[config.mk]
export PLATFORM = sky130hd
export DESIGN_NAME = uart_tx_stream
export DESIGN_NICKNAME = d
export VERILOG_FILES = /design/src/rtl/uart_pkg.sv /design/src/rtl/sync_fifo.sv /design/src/rtl/uart_tx_stream.sv
export SDC_FILE = /design/constraint.sdc
export NUM_CORES = 1
export LEC_CHECK = 0
export BUFFER_PORTS_ARGS = -buffer_cell sky130_fd_sc_hd__buf_2
export CAP_MARGIN = 10
export CORE_MARGIN = 4
export CORE_UTILIZATION = 55
export DETAILED_ROUTE_END_ITERATION = 8
export HOLD_SLACK_MARGIN = 0.1
export PLACE_DENSITY = 0.7
export SYNTH_ARGS = -nofsm -noshare
export SYNTH_HDL_FRONTEND = slang
export SYNTH_SLANG_ARGS = --single-unit
[constraint.sdc]
create_clock -name sys_clk -period 5.1 [get_ports sys_clk]
set_input_delay 0.51 -clock sys_clk [delete_from_list [all_inputs] [get_ports sys_clk]]
set_output_delay 0.51 -clock sys_clk [all_outputs]
set_load 0.05 [all_outputs]
[src/rtl/uart_pkg.sv]
// -----------------------------------------------------------------------------
// uart_pkg
// Shared definitions for the streaming UART blocks (transmitter now, receiver
// later): parity mode encodings, the transmit FSM state type, the bit-period
// calculation and the parity helper.
// -----------------------------------------------------------------------------
package uart_pkg;

   // Parity mode encodings, matching the integer PARITY parameter values
   localparam logic [1:0] PAR_NONE = 2'd0;
   localparam logic [1:0] PAR_ODD  = 2'd1;
   localparam logic [1:0] PAR_EVEN = 2'd2;

   // Transmit FSM states, in the order a frame walks through them
   typedef enum logic [2:0] {
      ST_IDLE   = 3'd0,
      ST_START  = 3'd1,
      ST_DATA   = 3'd2,
      ST_PARITY = 3'd3,
      ST_STOP   = 3'd4
   } tx_state_t;

   // Clock cycles per bit, rounded to the nearest integer
   function automatic int bps_cnt(input int clk_freq, input int baud);
      return (clk_freq + (baud / 32'sd2)) / baud;
   endfunction

   // Parity bit for a payload of up to 9 bits; unused upper bits must be zero
   function automatic logic parity_bit(input logic [8:0] data, input logic [1:0] mode);
      logic x;
      x = ^data;
      case (mode)
         PAR_ODD:  return ~x;
         PAR_EVEN: return x;
         default:  return 1'b0;
      endcase
   endfunction

endpackage

[src/rtl/sync_fifo.sv]
// -----------------------------------------------------------------------------
// sync_fifo
// Single-clock first-word-fall-through FIFO. Storage is a register array with
// wrap-around pointers (DEPTH must be a power of two); full/empty come from a
// count register one bit wider than the pointers.
//
// Ports:
//   sys_clk  in   clock
//   rst      in   synchronous active-high reset, empties the FIFO
//   wr_en    in   write request (ignored while full)
//   wr_data  in   WIDTH-bit word to write
//   rd_en    in   read request (ignored while empty), advances the head
//   rd_data  out  current head word (valid while not empty)
//   full     out  count == DEPTH
//   empty    out  count == 0
//   count    out  number of stored words
// -----------------------------------------------------------------------------
module sync_fifo
   import uart_pkg::*;
#(
   parameter int WIDTH = 8,
   parameter int DEPTH = 16
) (
   input  logic                     sys_clk,
   input  logic                     rst,
   input  logic                     wr_en,
   input  logic [WIDTH-1:0]         wr_data,
   input  logic                     rd_en,
   output logic [WIDTH-1:0]         rd_data,
   output logic                     full,
   output logic                     empty,
   output logic [$clog2(DEPTH):0]   count
);

   localparam int AW = $clog2(DEPTH);
   localparam logic [AW:0] FULL_CNT = (AW + 1)'(DEPTH);

   logic [WIDTH-1:0] mem_r [DEPTH];
   logic [AW-1:0]    wr_ptr_r;
   logic [AW-1:0]    rd_ptr_r;
   logic [AW:0]      count_r;
   logic             do_wr_s;
   logic             do_rd_s;

   assign do_wr_s = wr_en & ~full;
   assign do_rd_s = rd_en & ~empty;

   assign full    = (count_r == FULL_CNT);
   assign empty   = (count_r == '0);
   assign count   = count_r;
   assign rd_data = mem_r[rd_ptr_r];

   // Storage write; contents need no reset because the count gates every read
   always_ff @(posedge sys_clk) begin
      if (do_wr_s) begin
         mem_r[wr_ptr_r] <= wr_data;
      end
   end

   // Pointer and occupancy tracking; simultaneous read and write keep the count
   always_ff @(posedge sys_clk) begin
      if (rst) begin
         wr_ptr_r <= '0;
         rd_ptr_r <= '0;
         count_r  <= '0;
      end else begin
         if (do_wr_s) begin
            wr_ptr_r <= wr_ptr_r + AW'(1'b1);
         end
         if (do_rd_s) begin
            rd_ptr_r <= rd_ptr_r + AW'(1'b1);
         end
         case ({do_wr_s, do_rd_s})
            2'b10:   count_r <= count_r + (AW + 1)'(1'b1);
            2'b01:   count_r <= count_r - (AW + 1)'(1'b1);
            default: count_r <= count_r;
         endcase
      end
   end

endmodule

[src/rtl/uart_tx_stream.sv]
// -----------------------------------------------------------------------------
// uart_tx_stream
// Streaming UART transmitter. Words arrive on a valid/ready port into an
// internal FIFO and are sent as back-to-back frames: start bit, DATA_BITS
// payload bits LSB first, optional parity bit, STOP_BITS stop bits. Every bit
// lasts BPS_CNT clock cycles.
//
// Ports:
//   sys_clk     in   clock
//   rst         in   synchronous active-high reset (drops queued and in-flight words)
//   s_valid     in   input word valid
//   s_ready     out  FIFO not full (derived from the registered count only)
//   s_data      in   DATA_BITS-bit input word
//   uart_txd    out  serial line, idles high (registered)
//   tx_busy     out  FSM outside IDLE, aligned with the line (registered)
//   frame_done  out  one-cycle pulse on the last cycle of the final stop bit (registered)
//   fifo_count  out  words waiting in the FIFO, excluding the one being sent
// -----------------------------------------------------------------------------
module uart_tx_stream
   import uart_pkg::*;
#(
   parameter int CLK_FREQ   = 50_000_000,
   parameter int BAUD       = 115200,
   parameter int DATA_BITS  = 8,
   parameter int PARITY     = 1,
   parameter int STOP_BITS  = 1,
   parameter int FIFO_DEPTH = 16
) (
   input  logic                          sys_clk,
   input  logic                          rst,
   input  logic                          s_valid,
   output logic                          s_ready,
   input  logic [DATA_BITS-1:0]          s_data,
   output logic                          uart_txd,
   output logic                          tx_busy,
   output logic                          frame_done,
   output logic [$clog2(FIFO_DEPTH):0]   fifo_count
);

   localparam int BPS_CNT = bps_cnt(CLK_FREQ, BAUD);
   localparam int CNT_W   = $clog2(BPS_CNT);
   localparam int IDX_W   = 4;
   localparam int FC_W    = $clog2(FIFO_DEPTH) + 1;

   localparam logic [CNT_W-1:0] BIT_LAST  = CNT_W'(BPS_CNT - 1);
   localparam logic [IDX_W-1:0] DATA_LAST = IDX_W'(DATA_BITS - 1);
   localparam logic [IDX_W-1:0] STOP_LAST = IDX_W'(STOP_BITS - 1);
   localparam logic [1:0]       PAR_MODE  = 2'(PARITY);

   // FIFO interface
   logic                  push_s;
   logic                  pop_s;
   logic                  fifo_full_s;
   logic                  fifo_empty_s;
   logic [DATA_BITS-1:0]  fifo_rd_data_s;
   logic [FC_W-1:0]       fifo_count_s;

   // FSM and datapath
   tx_state_t             state_r;
   tx_state_t             state_next_s;
   logic [CNT_W-1:0]      bit_cnt_r;
   logic [IDX_W-1:0]      bit_idx_r;
   logic [DATA_BITS-1:0]  data_r;
   logic [15:0]           data_ext_s;
   logic                  bit_end_s;
   logic                  data_last_s;
   logic                  stop_last_s;

   // Output stage
   logic                  txd_next_s;
   logic                  busy_next_s;
   logic                  done_next_s;
   logic                  txd_r;
   logic                  busy_r;
   logic                  done_r;

   assign push_s     = s_valid & ~fifo_full_s;
   assign s_ready    = ~fifo_full_s;
   assign fifo_count = fifo_count_s;

   assign uart_txd   = txd_r;
   assign tx_busy    = busy_r;
   assign frame_done = done_r;

   // Widened copy so the 4-bit bit index always addresses a valid bit
   assign data_ext_s  = 16'(data_r);

   assign bit_end_s   = (bit_cnt_r == BIT_LAST);
   assign data_last_s = (state_r == ST_DATA) && bit_end_s && (bit_idx_r == DATA_LAST);
   assign stop_last_s = (state_r == ST_STOP) && bit_end_s && (bit_idx_r == STOP_LAST);

   sync_fifo #(
      .WIDTH (DATA_BITS),
      .DEPTH (FIFO_DEPTH)
   ) u_fifo (
      .sys_clk (sys_clk),
      .rst     (rst),
      .wr_en   (push_s),
      .wr_data (s_data),
      .rd_en   (pop_s),
      .rd_data (fifo_rd_data_s),
      .full    (fifo_full_s),
      .empty   (fifo_empty_s),
      .count   (fifo_count_s)
   );

   // FSM state register
   always_ff @(posedge sys_clk) begin
      if (rst) begin
         state_r <= ST_IDLE;
      end else begin
         state_r <= state_next_s;
      end
   end

   // Next-state and pop decision; the end of STOP chains straight into START
   // when another word is waiting so frames abut without an idle cycle
   always_comb begin
      state_next_s = state_r;
      pop_s        = 1'b0;
      case (state_r)
         ST_IDLE: begin
            if (!fifo_empty_s) begin
               state_next_s = ST_START;
               pop_s        = 1'b1;
            end else begin
               state_next_s = ST_IDLE;
            end
         end
         ST_START: begin
            if (bit_end_s) begin
               state_next_s = ST_DATA;
            end else begin
               state_next_s = ST_START;
            end
         end
         ST_DATA: begin
            if (data_last_s) begin
               state_next_s = (PAR_MODE != PAR_NONE) ? ST_PARITY : ST_STOP;
            end else begin
               state_next_s = ST_DATA;
            end
         end
         ST_PARITY: begin
            if (bit_end_s) begin
               state_next_s = ST_STOP;
            end else begin
               state_next_s = ST_PARITY;
            end
         end
         ST_STOP: begin
            if (stop_last_s) begin
               if (!fifo_empty_s) begin
                  state_next_s = ST_START;
                  pop_s        = 1'b1;
               end else begin
                  state_next_s = ST_IDLE;
               end
            end else begin
               state_next_s = ST_STOP;
            end
         end
         default: begin
            state_next_s = ST_IDLE;
         end
      endcase
   end

   // Bit-period counter, per-state bit index and the word being shifted out
   always_ff @(posedge sys_clk) begin
      if (rst) begin
         bit_cnt_r <= '0;
         bit_idx_r <= '0;
         data_r    <= '0;
      end else begin
         if (state_r == ST_IDLE) begin
            bit_cnt_r <= '0;
         end else if (bit_end_s) begin
            bit_cnt_r <= '0;
         end else begin
            bit_cnt_r <= bit_cnt_r + CNT_W'(1'b1);
         end

         // Restart the index on every state change, including STOP -> START
         if (state_next_s != state_r) begin
            bit_idx_r <= '0;
         end else if (bit_end_s) begin
            bit_idx_r <= bit_idx_r + IDX_W'(1'b1);
         end

         if (pop_s) begin
            data_r <= fifo_rd_data_s;
         end
      end
   end

   // Output decode from the current state; registered one cycle later, so the
   // line, busy flag and done pulse all share the same one-cycle lag
   always_comb begin
      txd_next_s  = 1'b1;
      busy_next_s = (state_r != ST_IDLE);
      done_next_s = stop_last_s;
      case (state_r)
         ST_IDLE:   txd_next_s = 1'b1;
         ST_START:  txd_next_s = 1'b0;
         ST_DATA:   txd_next_s = data_ext_s[bit_idx_r];
         ST_PARITY: txd_next_s = parity_bit(9'(data_r), PAR_MODE);
         ST_STOP:   txd_next_s = 1'b1;
         default:   txd_next_s = 1'b1;
      endcase
   end

   // Registered outputs
   always_ff @(posedge sys_clk) begin
      if (rst) begin
         txd_r  <= 1'b1;
         busy_r <= 1'b0;
         done_r <= 1'b0;
      end else begin
         txd_r  <= txd_next_s;
         busy_r <= busy_next_s;
         done_r <= done_next_s;
      end
   end

endmodule

# == Word level (Yosys, flattened, before mapping) ==
# Memories as Yosys holds them, arrays and structs flattened. A register that Yosys moved wholly into a read port is not among the register bits.
# Index checks and enable logic that the tools add are counted.
# Widths: inputs -> output; s select.
# totals
register_bits,32
latchBits,0
ramBits,128
romBits,0
in_bits,11
output_inout_bits,9
elab_cells,60
mem_count,1
# op_classes
n_addsub,6
multipliers,0
div,0
magnitude_cmp,1
n_eq_ne,10
n_shift,0
mux,15
bitwise_logic,6
n_reduce_logical,12
# memory_table
memory,words,word_bits,rd,rd_clocked_by_memory_dff,write_ports,line_no,text
u_fifo.mem_r,16,8,1,1,1,sync_fifo.sv:38,logic [WIDTH-1:0] mem_r [DEPTH];
# ops
op,n
$pmux 3 s5,1
$add 4x1->4 const B,3
$pmux 5 s2,1
$add 9x1->9 const B,1
$eq 9x9->1 const B,1
$reduce_xor 9->1,1
$mux 1,7
$eq 3x2->1 const B,2
$mux 3,2
$add 5x1->5 const B,1
$eq 5x5->1 const B,1
$logic_not 5->1,1
$lt 4x5->1 const B,1
$sub 5x1->5 const B,1
$bmux 1 s4,1
$eq 4x3->1 const B,1
$logic_and 1x1->1,4
$logic_not 4->1,1
$and 1x1->1,3
$eq 3x1->1 const B,1
$eq 3x3->1 const B,1
$logic_not 3->1,1
$ne 3x3->1,1
$not 1->1,3
9 further kinds,9

# == Depth between registers and ports, before layout ==
# logic_depth
word_depth,8
ltp_mapped,15
mapped_depth_nobuf,13

# == Cells and area by module ==
# From an unflattened synthesis, not the netlist that was laid out.
# unflattened
cells_unflattened,479
area_unflattened_um2,7274.5
# by_module_without_submodules
module,n_inst,cells_each,area_per_inst_um2,seq_area_each_um2
sync_fifo,1,330,5891.9,4184.0
uart_tx_stream,1,149,1382.6,540.5

# == Worst setup path before layout ==
# OpenSTA, ideal clock, no wires.
# synth_path
path_type,reg-to-reg
start,"reg u_fifo.count_r[0], in the netlist u_fifo.count[0]"
end,"reg u_fifo.count_r[4], in the netlist u_fifo.count[4]"
setup_time_ps,71
t_arrival_ps,3013
required_ps,5029
setup_slack_ps,2016
path_stages_with_launch,14
n_path_buf,2
period_less_slack_ps,3084
path_cell_list,dfxtp_1 -> nor4_4 -> nor2b_1 -> a21o_1 -> buf_6 -> inv_8 -> buf_4 -> ha_1 -> fa_1 -> a21o_1 -> a21oi_1 -> xor2_1 -> or3_1 -> a21oi_1
# synth_between
elab_chain_len,7
word_cells_on_any_way,16
cone_classes,add/sub (2); eq/ne (3); mux (4); bitwise (5); reduce/logical (2)
# synth_rtl
item,line_no,text
start: declaration,sync_fifo.sv:41,logic [AW:0] count_r;
start signal: assignment,sync_fifo.sv:74,2'b10: count_r <= count_r + (AW + 1)'(1'b1);
start signal: assignment,sync_fifo.sv:75,2'b01: count_r <= count_r - (AW + 1)'(1'b1);
start signal: assignment,sync_fifo.sv:76,default: count_r <= count_r;
$logic_not 5->1 (*),sync_fifo.sv:49,assign empty = (count_r == '0);
$mux 1,"uart_tx_stream.sv:123, uart_tx_stream.sv:153",
$mux 1,uart_tx_stream.sv:152,if (stop_last_s) begin
$pmux 1 s2,uart_tx_stream.sv:121,case (state_r)
$and 1x1->1 (*),sync_fifo.sv:46,assign do_rd_s = rd_en & ~empty;
net u_fifo.do_rd_s,sync_fifo.sv:43,logic do_rd_s;
$eq 2x1->1 / $eq 2x2->1 (equally long branches),sync_fifo.sv:73,"case ({do_wr_s, do_rd_s})"
$pmux 5 s2 / $reduce_bool 2->1 (equally long branches),--,
# Mark *: on every way through the listed nets, which the timed path passes. The rest lies on a longest branch.
# A chain may end at the register's enable or synchronous reset.

# == Worst setup path in the final report ==
# layout_path
start,reg bit_idx_r[0]
end,"reg u_fifo.count_r[4], in the netlist u_fifo.count[4]"
# layout_between
elab_chain_len,7
word_cells_on_any_way,9
cone_classes,eq/ne (2); mux (3); bitwise (1); reduce/logical (3)
# layout_rtl
item,line_no,text
start: declaration,uart_tx_stream.sv:62,logic [IDX_W-1:0] bit_idx_r;
start signal: assignment,uart_tx_stream.sv:188,bit_idx_r <= bit_idx_r + IDX_W'(1'b1);
$logic_not 4->1 (*),uart_tx_stream.sv:90,assign stop_last_s = (state_r == ST_STOP) && bit_end_s && (bit_idx_r == STOP_LAST);
$logic_and 1x1->1 (*),uart_tx_stream.sv:90,
$mux 1 (*),uart_tx_stream.sv:152,
$pmux 1 s2 (*),uart_tx_stream.sv:121,
$and 1x1->1 (*),sync_fifo.sv:46,
$eq 2x1->1 / $eq 2x2->1 (equally long branches),sync_fifo.sv:73,
$pmux 5 s2 / $reduce_bool 2->1 (equally long branches),--,
# Mark *: on every way between the ends. The rest lies on a longest branch, timed or not.

==> metrics.yaml <==
status: "finished clean"
postCtsSetupRepairBufs: 0
core-area_um2: 12200
critPathArrivalTime_ps: 3600
seq_area_frac_synth: 0.665
crit_slowest_cell: "fa_1"
cts.sinks: 168
ys_seq_elements: 168
cp_max_fo: 16
avgSynthCellArea_um2: 15.2
drv_slew: 0
drc: 0
reg2reg_to: "u_fifo.count[4]"
io_pins: 20
clk_pin_slew_worst_paths_ps: 70
avgRoutedWirePerCell_um: 19.4
grt_max_degree: 44
tightest_slew_ps: 1110
end_kind: "flop"
rsz0062_at_grt: "false"
setup_violations: 0
whs_path_depth: 1
place_inst: 628
crit_path_start: "bit_idx_r[0]"
cts-root-buf: "clkbuf_16"
r2r-start: "bit_idx_r[0]"
die_y_um: 121
io_buffers: 19
cpPeakStageDelay_ps: 420
syn_nets: 484
synth_commonest_cells: "edfxtp_1 (128), nor2_1 (61), dfxtp_1 (40)"
worstHoldStart: "bit_cnt_r[0]"
clock_latency_ps: 430
hold_class: "reg2reg"
numCtsBuffers: 17
path_buf_inv: 2
rows: 40
dieArea_um2: 14600
finalClockSkew_ps: 18.6
via_count: 3702
max_freq_ghz: 0.309
grt.total_usage: 0.191
synth_area_um2: 6980
grt_overflow: 0
synth.most_common_cell: "edfxtp_1"
final_layout_size_suffix_gt1_frac: 0.215
area_growth_pct: 12.1
viasPerCell: 5.61
maxCapViolCount: 0
synth_edf_count: 128
ys_async_sr_fraction: 0
wirelength_um: 12800
p_leak_uw: 0.00265
period_needed_ps: 3240
post_synth_num_cell_types: 46
synth_warnings: 0
grt_pass1_vias: 3719
first_pass_iters: 4
gp_congestion: 0.806
final-hold-violation-count: 0
htree_num_levels: 4
critical_path.top_delay_family: "compound AO/OA/AOI/OAI gates"
crit_chain: "inv_1 > ha_1 > nor3b_1 > nand4_2 > a21o_1 > inv_8 > ha_1 > fa_1 > a21o_1 > a21oi_1 > xor2_1 > or3_1 > a21oi_1"
first_iter_violations: 297
nNetsFinal: 504
cts_tree: "yes"
dp_hpwl_um: 8130
antenna_found_initial: 0
fin_area_um2: 7820
fin_cells: 660
synth_area_leaders: "edfxtp_1 (55%), dfxtp_1 (11%), mux4_2 (7.7%)"
ant_nets: 0
grt_pass1_wl_um: 20400
regArea_um2: 4650
yosysTopAreaCell: "edfxtp_1"
antenna_cells: 0
multi_input_area_um2: 2160
synth_flop_cell: "edfxtp_1"
die_x_um: 121
floorplan.initialDensity: 0.572
vdd_drop_max_mv: 0.323
cts_buffer_depth: 2
yosysTopAreaCellShare: 0.551
reg2reg_slack_ps: 1860
ctsHoldBuffers: 0
cts_resized: 0
nFillCells: 912
synth_cells: 459
fin_crit_sh: 0.635
critPathKind: "reg2reg"
start_kind: "flop"
cp.required_ps: 5460
fin_hold_ws_ps: 476
slew_headroom: 0.258
reg2regPathDepth: 13
dpl-instance-area_um2: 7190
power.density_nw_per_um2: 504
whs_endpoint: "bit_cnt_r[0]"
tns_ps: 0
## sequential cells by signal, indices dropped and copies added (netlist names)
signal           count
tx_busy              1
u_fifo.wr_ptr_r      4
u_fifo.count         5
data_r               8
bit_idx_r            4
uart_txd             1
u_fifo.rd_ptr_r      4
bit_cnt_r            9
u_fifo.mem_r       128
frame_done           1
state_r              3
## cells by family (layout without fill, tap and decap cells)
family | Yosys count | after routing | synth area share
DFF | 168 | 168 | 0.665
adders and majority gates | 14 | 14 | 0.0262
buffers and inverters | 33 | 66 | 0.0253
AOI/OAI and AO/OA | 54 | 54 | 0.0453
and+or+nand+nor | 111 | 111 | 0.0780
muxes | 53 | 53 | 0.127
xor gates and xnor gates | 26 | 26 | 0.0326
## worst max-delay path by stage
| stage | end | slack (ps) | cells past startpoint |
|---|---|---|---|
| 5_1_grt | u_fifo.count[4] | 1640 | 13 |
| 2_1_floorplan | u_fifo.count[4] | 2020 | 13 |
| 6_report | u_fifo.count[4] | 1860 | 13 |
| 3_3_place_gp | u_fifo.count[4] | 2040 | 13 |
| 4_1_cts | u_fifo.count[4] | 1850 | 13 |
| 3_5_place_dp | u_fifo.count[4] | 1910 | 11 |
## layer usage
metal / GRT usage / up-vias / wire length [µm]
met5: 0 / - / 0
met4: 0.0680 / 0 / 197
met3: 0.0510 / 13 / 590
met2: 0.317 / 65 / 6620
met1: 0.244 / 1859 / 5370
li1: - / 1765 / -
## report_power, final
group          switching, µW  total [µW]  internal [µW]
registers                108        1670           1570
clock network            584        1340            757
logic                    532         926            394
## worst register-to-register path: cells and delay by family (launching register included)
family	cells	cell delay (ps)
compound gates	4	960
fa+ha+maj	3	920
simple gates	3	590
flops	1	410
buf+inv	2	190
xor+xnor	1	110
## cells in the final DEF, fill, tap and decap left out, types with 2 or more instances in the layout
master,Yosys,layout
a21o_1,3,3
a21oi_1,12,12
and2_1,2,2
and3_1,2,2
buf_2,2,19
buf_4,3,5
bufinv_16,0,2
clkbuf_16,0,17
clkinv_4,0,3
dfxtp_1,40,38
dfxtp_2,0,2
edfxtp_1,128,128
ha_1,13,13
inv_1,9,9
inv_8,1,10
mux2_2,16,16
mux2i_1,10,10
mux4_1,2,2
mux4_2,24,24
nand2_1,17,17
nand2b_1,5,5
nand3_1,4,4
nand4_1,2,2
nor2_1,61,61
nor2b_1,2,2
nor3_1,5,5
o21ai_0,19,19
o22ai_1,16,16
or3_1,3,3
xnor2_1,17,17
xor2_1,9,9
## through the flow
step	total power [µW]	utilization	worst slack (ps)
2_1_floorplan	2440	-	2020
3_3_place_gp	2610	0.589	2040
3_5_place_dp	2640	0.589	1910
4_1_cts	3980	0.641	1850
5_1_grt	4140	0.641	1640
6_report	3940	0.641	1860
## cell type report
| cell class | instances | share of cell area |
|---|---|---|
| multi-input combinational | 258 | 0.276 |
| tap | 168 | 0.0269 |
| inverter | 10 | 0.00576 |
| sequential | 168 | 0.594 |
| clock buffer | 17 | 0.0544 |
| clock inverter | 15 | 0.0261 |
| timing repair buffer | 24 | 0.0170 |
Power figures use the tool's default switching activity.
